==> src/rtl/dmem_pkg.sv <==
// Shared encodings and lane helpers for the data-memory arbiter and its lane aligner.
// The size codes match the load/store unit's req_size field.
package dmem_pkg;

    localparam logic [1:0] SZ_BYTE = 2'd0;
    localparam logic [1:0] SZ_HALF = 2'd1;
    localparam logic [1:0] SZ_WORD = 2'd2;

    typedef enum logic [1:0] {
        ST_IDLE = 2'd0,
        ST_ACC  = 2'd1,
        ST_RSP  = 2'd2
    } state_t;

    // Byte-lane write enables; lane k carries byte address offset k.
    function automatic logic [3:0] lane_we(input logic [1:0] size, input logic [1:0] k);
        case (size)
            SZ_BYTE: lane_we = 4'b0001 << k;
            SZ_HALF: lane_we = 4'b0011 << k;
            SZ_WORD: lane_we = 4'b1111;
            default: lane_we = 4'b0000;
        endcase
    endfunction

endpackage

==> src/rtl/dmem_arbiter_if.sv <==
// Request/response bus between the two requesters, the arbiter and dmem.
// Port p of each packed request field sits at slice p.
interface dmem_arbiter_if;

    logic [1:0]  req_valid;
    logic [1:0]  req_ready;
    logic [63:0] req_addr;
    logic [63:0] req_wdata;
    logic [1:0]  req_write;
    logic [3:0]  req_size;
    logic [1:0]  req_unsigned;
    logic [1:0]  rsp_valid;
    logic [31:0] rsp_rdata;
    logic        rsp_err;
    logic [31:0] dmem_addr;
    logic [31:0] dmem_wdata;
    logic [3:0]  dmem_we;
    logic [31:0] dmem_rdata;

    modport slave (
        input  req_valid, req_addr, req_wdata, req_write, req_size, req_unsigned, dmem_rdata,
        output req_ready, rsp_valid, rsp_rdata, rsp_err, dmem_addr, dmem_wdata, dmem_we
    );

    modport master (
        output req_valid, req_addr, req_wdata, req_write, req_size, req_unsigned,
        input  req_ready, rsp_valid, rsp_rdata, rsp_err
    );

    modport mem (
        input  dmem_addr, dmem_wdata, dmem_we,
        output dmem_rdata
    );

endinterface

==> src/rtl/dmem_lane_align.sv <==
// Combinational store lane placement and load extraction / sign extension.
// Store and load sides have independent inputs so a caller can place and extract in different cycles.
module dmem_lane_align
    import dmem_pkg::*;
(
    input  logic [1:0]  st_size,
    input  logic [1:0]  st_k,
    input  logic [31:0] st_data,
    output logic [3:0]  st_we,
    output logic [31:0] st_lanes,
    input  logic [1:0]  ld_size,
    input  logic [1:0]  ld_k,
    input  logic        ld_unsigned,
    input  logic [31:0] ld_raw,
    output logic [31:0] ld_data
);

    logic [7:0]         lane [4];
    logic [7:0]         ld_byte;
    logic [15:0]        ld_half;
    logic signed [31:0] sx_byte;
    logic signed [31:0] sx_half;

    always_comb begin
        st_we    = lane_we(st_size, st_k);
        st_lanes = '0;
        case (st_size)
            SZ_BYTE: st_lanes = {24'b0, st_data[7:0]} << {st_k, 3'b000};
            SZ_HALF: st_lanes = {16'b0, st_data[15:0]} << {st_k, 3'b000};
            SZ_WORD: st_lanes = st_data;
            default: st_lanes = '0;
        endcase
    end

    // dmem returns byte offset 0 on the most significant lane of the read word.
    always_comb begin
        for (int j = 0; j < 4; j++) lane[j] = ld_raw[8*(3-j) +: 8];
    end

    always_comb begin
        ld_byte = lane[ld_k];
        ld_half = {lane[{ld_k[1], 1'b1}], lane[{ld_k[1], 1'b0}]};
        sx_byte = 32'(signed'(ld_byte));
        sx_half = 32'(signed'(ld_half));
        ld_data = '0;
        case (ld_size)
            SZ_BYTE: ld_data = ld_unsigned ? {24'b0, ld_byte} : sx_byte;
            SZ_HALF: ld_data = ld_unsigned ? {16'b0, ld_half} : sx_half;
            SZ_WORD: ld_data = {lane[3], lane[2], lane[1], lane[0]};
            default: ld_data = '0;
        endcase
    end

endmodule

==> src/rtl/dmem_arbiter.sv <==
// Two-port data-memory arbiter: accept one request, drive dmem for one cycle, answer the next.
// Misaligned, out-of-range and illegal-size requests take the same path with write enables held off.
module dmem_arbiter
    import dmem_pkg::*;
#(
    parameter int PRIO_MODE = 0,
    parameter int MEM_BYTES = 128
) (
    input  logic           clk,
    input  logic           rst_n,
    dmem_arbiter_if.slave  bus
);

    state_t      state;
    logic        last_gnt;
    logic        win;
    logic        accept;
    logic [31:0] sel_addr;
    logic [31:0] sel_wdata;
    logic [1:0]  sel_size;
    logic        sel_write;
    logic        sel_uns;
    logic        sel_err;
    logic [3:0]  place_we;
    logic [31:0] place_wdata;
    logic [31:0] load_data;

    logic        port_p1;
    logic        write_p1;
    logic        err_p1;
    logic [31:0] addr_p1;
    logic [1:0]  size_p1;
    logic        uns_p1;

    function automatic logic access_err(input logic [31:0] addr, input logic [1:0] size);
        logic [32:0] span;
        logic        misaligned;
        span       = {31'b0, size == SZ_WORD, size != SZ_BYTE};
        misaligned = (size == SZ_HALF && addr[0]) || (size == SZ_WORD && addr[1:0] != 2'b00);
        access_err = (size == 2'd3) || misaligned || ({1'b0, addr} + span >= 33'(MEM_BYTES));
    endfunction

    always_comb begin
        win = 1'b0;
        if (PRIO_MODE == 1) begin
            win = ~bus.req_valid[0];
        end else begin
            case (bus.req_valid)
                2'b01:   win = 1'b0;
                2'b10:   win = 1'b1;
                2'b11:   win = ~last_gnt;
                default: win = 1'b0;
            endcase
        end
    end

    always_comb begin
        sel_addr  = win ? bus.req_addr[63:32]  : bus.req_addr[31:0];
        sel_wdata = win ? bus.req_wdata[63:32] : bus.req_wdata[31:0];
        sel_size  = win ? bus.req_size[3:2]    : bus.req_size[1:0];
        sel_write = bus.req_write[win];
        sel_uns   = bus.req_unsigned[win];
        sel_err   = access_err(sel_addr, sel_size);
    end

    assign accept        = rst_n && (state == ST_IDLE) && bus.req_valid[win];
    assign bus.req_ready = accept ? (win ? 2'b10 : 2'b01) : 2'b00;

    dmem_lane_align u_align (
        .st_size     (sel_size),
        .st_k        (sel_addr[1:0]),
        .st_data     (sel_wdata),
        .st_we       (place_we),
        .st_lanes    (place_wdata),
        .ld_size     (size_p1),
        .ld_k        (addr_p1[1:0]),
        .ld_unsigned (uns_p1),
        .ld_raw      (bus.dmem_rdata),
        .ld_data     (load_data)
    );

    // p1: accepted request fields, consumed by load extraction during ACC
    always_ff @(posedge clk) begin
        if (accept) begin
            addr_p1 <= sel_addr;
            size_p1 <= sel_size;
            uns_p1  <= sel_uns;
        end
    end

    always_ff @(posedge clk) begin
        if (!rst_n) begin
            state          <= ST_IDLE;
            last_gnt       <= 1'b1;
            port_p1        <= 1'b0;
            write_p1       <= 1'b0;
            err_p1         <= 1'b0;
            bus.rsp_valid  <= 2'b00;
            bus.rsp_rdata  <= '0;
            bus.rsp_err    <= 1'b0;
            bus.dmem_addr  <= '0;
            bus.dmem_wdata <= '0;
            bus.dmem_we    <= 4'b0000;
        end else begin
            case (state)
                ST_IDLE: begin
                    if (accept) begin
                        last_gnt      <= win;
                        port_p1       <= win;
                        write_p1      <= sel_write;
                        err_p1        <= sel_err;
                        bus.dmem_addr <= sel_addr;
                        if (sel_write && !sel_err) begin
                            bus.dmem_we    <= place_we;
                            bus.dmem_wdata <= place_wdata;
                        end else begin
                            bus.dmem_we    <= 4'b0000;
                            bus.dmem_wdata <= '0;
                        end
                        state <= ST_ACC;
                    end
                end
                ST_ACC: begin
                    bus.dmem_we    <= 4'b0000;
                    bus.dmem_wdata <= '0;
                    bus.rsp_valid  <= port_p1 ? 2'b10 : 2'b01;
                    bus.rsp_err    <= err_p1;
                    bus.rsp_rdata  <= (err_p1 || write_p1) ? 32'h0 : load_data;
                    state          <= ST_RSP;
                end
                ST_RSP: begin
                    bus.rsp_valid <= 2'b00;
                    bus.rsp_err   <= 1'b0;
                    bus.rsp_rdata <= '0;
                    state         <= ST_IDLE;
                end
                default: state <= ST_IDLE;
            endcase
        end
    end

endmodule

==> src/flat_wrapper.sv <==
// flat-port wrapper written by rule: the top's interface ports become plain ports
module dmem_arbiter_flat import dmem_pkg::*;
#(
    parameter int PRIO_MODE = 0,
    parameter int MEM_BYTES = 128
)
  (clk, rst_n, bus_req_valid, bus_req_addr, bus_req_wdata, bus_req_write, bus_req_size, bus_req_unsigned, bus_dmem_rdata, bus_req_ready, bus_rsp_valid, bus_rsp_rdata, bus_rsp_err, bus_dmem_addr, bus_dmem_wdata, bus_dmem_we);
  dmem_arbiter_if bus_i ();
  input  logic clk;
  input  logic rst_n;
  input wire logic [$bits(bus_i.req_valid)-1:0] bus_req_valid;
  input wire logic [$bits(bus_i.req_addr)-1:0] bus_req_addr;
  input wire logic [$bits(bus_i.req_wdata)-1:0] bus_req_wdata;
  input wire logic [$bits(bus_i.req_write)-1:0] bus_req_write;
  input wire logic [$bits(bus_i.req_size)-1:0] bus_req_size;
  input wire logic [$bits(bus_i.req_unsigned)-1:0] bus_req_unsigned;
  input wire logic [$bits(bus_i.dmem_rdata)-1:0] bus_dmem_rdata;
  output wire logic [$bits(bus_i.req_ready)-1:0] bus_req_ready;
  output wire logic [$bits(bus_i.rsp_valid)-1:0] bus_rsp_valid;
  output wire logic [$bits(bus_i.rsp_rdata)-1:0] bus_rsp_rdata;
  output wire logic [$bits(bus_i.rsp_err)-1:0] bus_rsp_err;
  output wire logic [$bits(bus_i.dmem_addr)-1:0] bus_dmem_addr;
  output wire logic [$bits(bus_i.dmem_wdata)-1:0] bus_dmem_wdata;
  output wire logic [$bits(bus_i.dmem_we)-1:0] bus_dmem_we;
  assign bus_i.req_valid = bus_req_valid;
  assign bus_i.req_addr = bus_req_addr;
  assign bus_i.req_wdata = bus_req_wdata;
  assign bus_i.req_write = bus_req_write;
  assign bus_i.req_size = bus_req_size;
  assign bus_i.req_unsigned = bus_req_unsigned;
  assign bus_i.dmem_rdata = bus_dmem_rdata;
  assign bus_req_ready = bus_i.req_ready;
  assign bus_rsp_valid = bus_i.rsp_valid;
  assign bus_rsp_rdata = bus_i.rsp_rdata;
  assign bus_rsp_err = bus_i.rsp_err;
  assign bus_dmem_addr = bus_i.dmem_addr;
  assign bus_dmem_wdata = bus_i.dmem_wdata;
  assign bus_dmem_we = bus_i.dmem_we;
  dmem_arbiter #(.PRIO_MODE(PRIO_MODE), .MEM_BYTES(MEM_BYTES)) u_core (.clk(clk), .rst_n(rst_n), .bus(bus_i));
endmodule
==> config.mk <==
export PLATFORM = sky130hd
export DESIGN_NAME = dmem_arbiter_flat
export DESIGN_NICKNAME = d
export VERILOG_FILES = /design/src/rtl/dmem_pkg.sv /design/src/rtl/dmem_arbiter_if.sv /design/src/rtl/dmem_lane_align.sv /design/src/rtl/dmem_arbiter.sv /design/src/flat_wrapper.sv
export SDC_FILE = /design/constraint.sdc
export NUM_CORES = 1
export LEC_CHECK = 0
export ABC_AREA = 1
export CAP_MARGIN = 5
export CORE_MARGIN = 2
export CORE_UTILIZATION = 25
export CTS_BUF_LIST = sky130_fd_sc_hd__clkbuf_16
export CTS_CLUSTER_SIZE = 28
export DETAILED_ROUTE_END_ITERATION = 16
export PLACE_DENSITY = 0.51
export SLEW_MARGIN = 20
export SYNTH_ARGS = -nofsm -noshare
export SYNTH_HDL_FRONTEND = slang
export SYNTH_SLANG_ARGS = --single-unit
==> constraint.sdc <==
create_clock -name clk -period 7.3 [get_ports clk]
set_clock_uncertainty 0.2 [all_clocks]
set_input_delay 0.73 -clock clk [delete_from_list [all_inputs] [get_ports clk]]
set_output_delay 0.73 -clock clk [all_outputs]
set_load 0.05 [all_outputs]
Word-level counts from Yosys, hierarchy flattened
Cells that the tools add are included.
W data, S select, Z words.
- register bits: 114
- input port bits: 172
- word-level logic and storage cells: 96
- add/subtract/negate cells: 1
- order comparisons: 5
- eq/ne operators: 10
- shifts and indexed selects: 4
- multiplexer cells: 39
- bitwise gates (word level): 4
- reductions and logical operators: 19
- operator list (operator ; number):
    $mux W32 ; 7
    $pmux W32 S3 ; 2
    $pmux W32 S2 ; 2
    $bmux W8 S2 ; 3
    $mux W8 ; 6
    $add A32 B2 Y33 ; 1
    $ge A33 B8 Y1 const B ; 1
    $shl A16 B5 Y32 ; 1
    $shl A8 B5 Y32 ; 1
    $eq A2 B2 Y1 const B ; 6
    $pmux W4 S3 ; 1
    $mux W2 ; 5
    $ge A3 B3 Y1 const B ; 3
    $not A2 Y3 ; 3
    $mux W4 ; 2
    $pmux W2 S2 ; 2
    $pmux W4 S2 ; 1
    $reduce_bool A2 Y1 ; 4
    $eq A2 B1 Y1 const B ; 3
    $logic_not A2 Y1 ; 3
    $mux W1 ; 6
    $logic_and A1 B1 Y1 ; 5
    $logic_or A1 B1 Y1 ; 4
    $pmux W1 S2 ; 2
    7 further kinds ; 8

Logic depth before layout (Yosys ltp)
- depth after elaboration: 13
- gate-level depth with buffers: 27

Hierarchy
From an unflattened synthesis, not the netlist that was laid out.
- cells, all modules: 1444
- area total of the unflattened synthesis: 8613.3 um^2
- by module, submodules not included (module ; times used ; cells an instance ; area each (um^2) ; sequential area each (um^2)):
    dmem_arbiter ; 1 ; 1081 ; 7050.5 ; 2332.2
    dmem_lane_align ; 1 ; 363 ; 1562.7 ; 0.0

Worst setup path after synthesis
Ideal clock, no wire load.
- kind: in2reg
- start: input port bus_req_valid[0]
- end: register u_core.err_p1
- library setup time: 0.109 ns
- arrival: 3.170 ns
- required time: 6.991 ns
- path slack: 3.821 ns
- stages on the path: 25
- buffers on the path: 3
- path through: nand2_1 -> buf_6 -> nand3_1 -> nand2_1 -> nand2_4 -> clkbuf_1 -> nand2_1 -> nand2_1 -> inv_1 -> ha_1 -> inv_1 -> nand2_2 -> nand3_1 -> inv_1 -> nand2_1 -> nand2_1 -> nand2_1 -> nand2_1 -> nor2_1 -> nand3_2 -> nor2_8 -> buf_6 -> nand3_1 -> nand2_1 -> inv_1
- cells in the longest elaborated chain, start to end: 8
- elaborated cells on any way between the ends: 21
- RTL lines (element ; RTL line ; RTL):
    start: declaration ; flat_wrapper.sv:11 ; input wire logic [$bits(bus_i.req_valid)-1:0] bus_req_valid;
    branches (longest 8 deep; another with $add A32 B2 Y33) ; -- ;
    end signal: assignment ; dmem_arbiter.sv:111 ; err_p1 <= sel_err;
    end: declaration ; dmem_arbiter.sv:30 ; logic err_p1;
Several ways; the timed one is not identified. The select of a mux whose other input is x is not followed.
A chain may end at the register's enable or synchronous reset.

Worst setup path in the final report
- start: input port bus_req_valid[0]
- end: register u_core.bus.dmem_wdata[4]
- cells in the longest elaborated chain, start to end: 13
- elaborated cells on any way between the ends: 34
- RTL lines (element ; RTL line ; RTL):
    branches (longest 13 deep; another with $add A32 B2 Y33) ; -- ;
    end signal: assignment ; dmem_arbiter.sv:115 ; bus.dmem_wdata <= place_wdata;
    end: declaration ; dmem_arbiter_if.sv:22 ; output req_ready, rsp_valid, rsp_rdata, rsp_err, dmem_addr, dmem_wdata, dmem_we
Several ways; the timed one is not identified. The select of a mux whose other input is x is not followed.

==> results.py <==
metrics = {
    "worst_setup_path": {
        "timing.reg2reg.setup_slack_ns": 2.30,
        "critPathMaxFanout": 58,
        "worstSetupPathType": "input pin to flip-flop",
        "cp_data_required_time_ns": 7.45,
        "end_kind": "flip-flop",
        "cp-start-kind": "input pin",
        "worstPathArrival_ns": 5.54,
    },
    "floorplanning": {
        "die_h_um": 174,
        "die_area_sq_mm": 0.0302,
        "rows": 62,
        "ios": 277,
        "start_util_pct": 25.3,
        "core-area_sq_mm": 0.0285,
        "dieWidth_um": 174,
    },
    "yosys": {
        "netlist_instances": 1152,
        "syn_nets": 1329,
        "syn_avg_cell_area_sq_um": 6.26,
        "synth_seq_cells": 114,
        "yosys.area.top_type": "dfxtp_1",
        "synth.distinct_cells": 44,
        "synth_top_area_share_pct": 30.3,
        "seq_area_frac_synth_pct": 32.3,
        "ys.flop_type": "dfxtp_1",
        "async_flop_share_pct": 0,
        "yosys_warnings": 0,
        "synth_edf_count": 5,
        "synth_area_leaders": "dfxtp_1 30%, nand2_1 17%, nand3_1 8.3%",
        "netlist_area_sq_mm": 0.00721,
    },
    "final_layout": {
        "num-nets-final": 1570,
        "drive_gt1_share_pct": 5.55,
        "areaGrowthSynthToFinish_pct": 48.7,
        "antenna_cells": 0,
        "final_common_cell": "nand2_1",
        "final_core_util_pct": 37.6,
        "final_cell_mix": "331 x nand2_1, 275 x clkdlybuf4s50_1, 119 x nand3_1",
        "fillers": 3221,
    },
    "cts": {
        "clock_sinks": 114,
        "clockBufferDepth": 2,
        "cts_root_buf": "clkbuf_16",
        "numCtsBuffers": 17,
        "post_cts_buffers": 0,
        "clk_pin_slew_ns": 0.06,
        "clk_latency_ns": 0.41,
        "cts_hold_buf": 0,
        "cts_tree": "built",
        "ctsResizeCount": 0,
        "htreeDepth": 4,
    },
    "route": {
        "drt_first_iter_violations": 764,
        "wire_per_inst_um": 17.1,
        "drc": 0,
        "vias": 8532,
        "routed_wl_um": 30700,
        "ant_nets": 0,
        "vias_per_cell": 4.77,
        "firstDrtPassIters": 7,
    },
    "hold_path": {
        "min_path_type": "flip-flop to flip-flop",
    },
    "place": {
        "port_buffers": 276,
        "dp_slack_ns": 1.53,
        "hpwl_um": 23500,
        "place_congestion": 0.920,
    },
    "timing": {
        "fin_crit_ns": 5.40,
        "fin_hold_ws_ns": 0.264,
        "worstMarginPinSlew_ns": 0.974,
        "drv_slew": 0,
        "fmax_mhz": 185,
        "layout_setup_ws_ns": 1.90,
        "rsz0062_at_grt": "false",
        "setup_violations": 0,
        "hold_viol_final": 0,
        "max_slew_margin_pct": 34.9,
        "post-route-period-util_pct": 73.9,
        "tns_ns": 0,
    },
    "global_routing": {
        "grt_pass1_vias": 8121,
        "grt_pass1_wl_um": 47000,
        "gr-usage-all-layers_pct": 19.9,
        "antenna_found_initial": 0,
        "gr-total-overflow": 0,
        "grt_max_degree": 73,
    },
    "flow_run": {
        "maxCapViolations": 0,
    },
    "pwr": {
        "p_leak_nw": 4.29,
        "powerDensity_mw_per_mm2": 223,
        "ir_worst_vdd_mv": 0.164,
    },
    "run_status": {
        "outcome": "completed",
    },
}
## final cells by class
cell class | count | area [sq um] | share of cell area [%]
Clock inverter | 15 | 93.8 | 0.875
Multi-Input combinational cell | 872 | 4170 | 38.9
Timing Repair Buffer | 288 | 2850 | 26.6
Inverter | 100 | 375 | 3.50
Clock buffer | 17 | 425 | 3.97
Sequential cell | 114 | 2330 | 21.7
Tap cell | 384 | 480 | 4.48
## metrics by stage
step,instances,area (sq um),power [W]
floorplan,1152,7210,0.00131
global placement,1758,10200,0.00167
detailed placement,1758,10200,0.00167
CTS,1790,10700,0.00242
global route,1790,10700,0.00252
finish,1790,10700,0.00239
## where the power goes
group	total, W	switching, W	internal, W
logic	0.000912	0.000619	0.000294
clock network	0.000742	0.000314	0.000429
registers	0.000738	0.0000425	0.000695
## state kept, by name (all words and copies together), names as in the netlist
register and count:
u_core.bus.dmem_we 4, u_core.write_p1 1, u_core.err_p1 1, u_core.uns_p1 1
u_core.addr_p1 2, u_core.state 2, u_core.bus.rsp_err 1, u_core.bus.dmem_addr 32
u_core.bus.rsp_rdata 32, u_core.bus.rsp_valid 2, u_core.last_gnt 1, u_core.size_p1 2
u_core.port_p1 1, u_core.bus.dmem_wdata 32
## final timing paths
path,start,endpoint,cells past startpoint
max,bus_req_valid[0],u_core.bus.dmem_wdata[4],17
min,u_core.bus.dmem_wdata[13],u_core.bus.dmem_wdata[13],2
max reg2reg,u_core.last_gnt,u_core.bus.dmem_wdata[4],16
min reg2reg,u_core.bus.dmem_wdata[13],u_core.bus.dmem_wdata[13],2
## cell families after synthesis
logic type      after synthesis  share of synthesized area, %
buf+inv                     166                          9.92
flops                       114                          32.3
xor+xnor                      5                         0.607
simple gates                620                          37.9
compound gates              242                          18.4
fa+ha+maj                     5                         0.867
## synth_stat cells (2+ instances only)
library cell and count:
buf_6 8, nor2_1 83, o22ai_1 9, nand4_1 44, nand2_4 2, a211oi_1 3
buf_1 3, nand2_1 331, o21ai_1 5, a21oi_1 104, or2_2 3, inv_2 5
ha_1 5, o21a_1 8, edfxtp_1 5, nand3_1 119, nand3_2 2, clkinv_1 2
clkbuf_1 39, or2_0 5, dfxtp_1 109, a221oi_1 10, a31oi_1 6, o21ai_0 90
buf_4 5, nor3_1 8, nor2_2 9, nand2_2 8, inv_1 93, xor2_1 5
buf_2 11
## layer usage
metal  global-route usage [%]  up-vias  wire (um)
li1                         -     4326          -
met2                     32.0      300      14000
met3                     4.23       32       1940
met5                        0        -          0
met4                     6.06        0        570
met1                     26.8     3874      14200
## worst max-delay path, stage by stage
cell             delay (ns)
clkdlybuf4s50_1        0.43
nand2_1                0.08
buf_4                  0.27
nand2_2                0.60
o21ai_1                0.99
ha_1                   0.30
ha_1                   0.15
inv_1                  0.06
nand2_2                0.11
nand2_1                0.10
nor3_1                 0.26
xor2_1                 0.10
nor2_1                 0.11
nand2_1                0.09
nor2_4                 0.76
nand4_1                0.22
a21oi_1                0.17
Power figures use the tool's default switching activity.
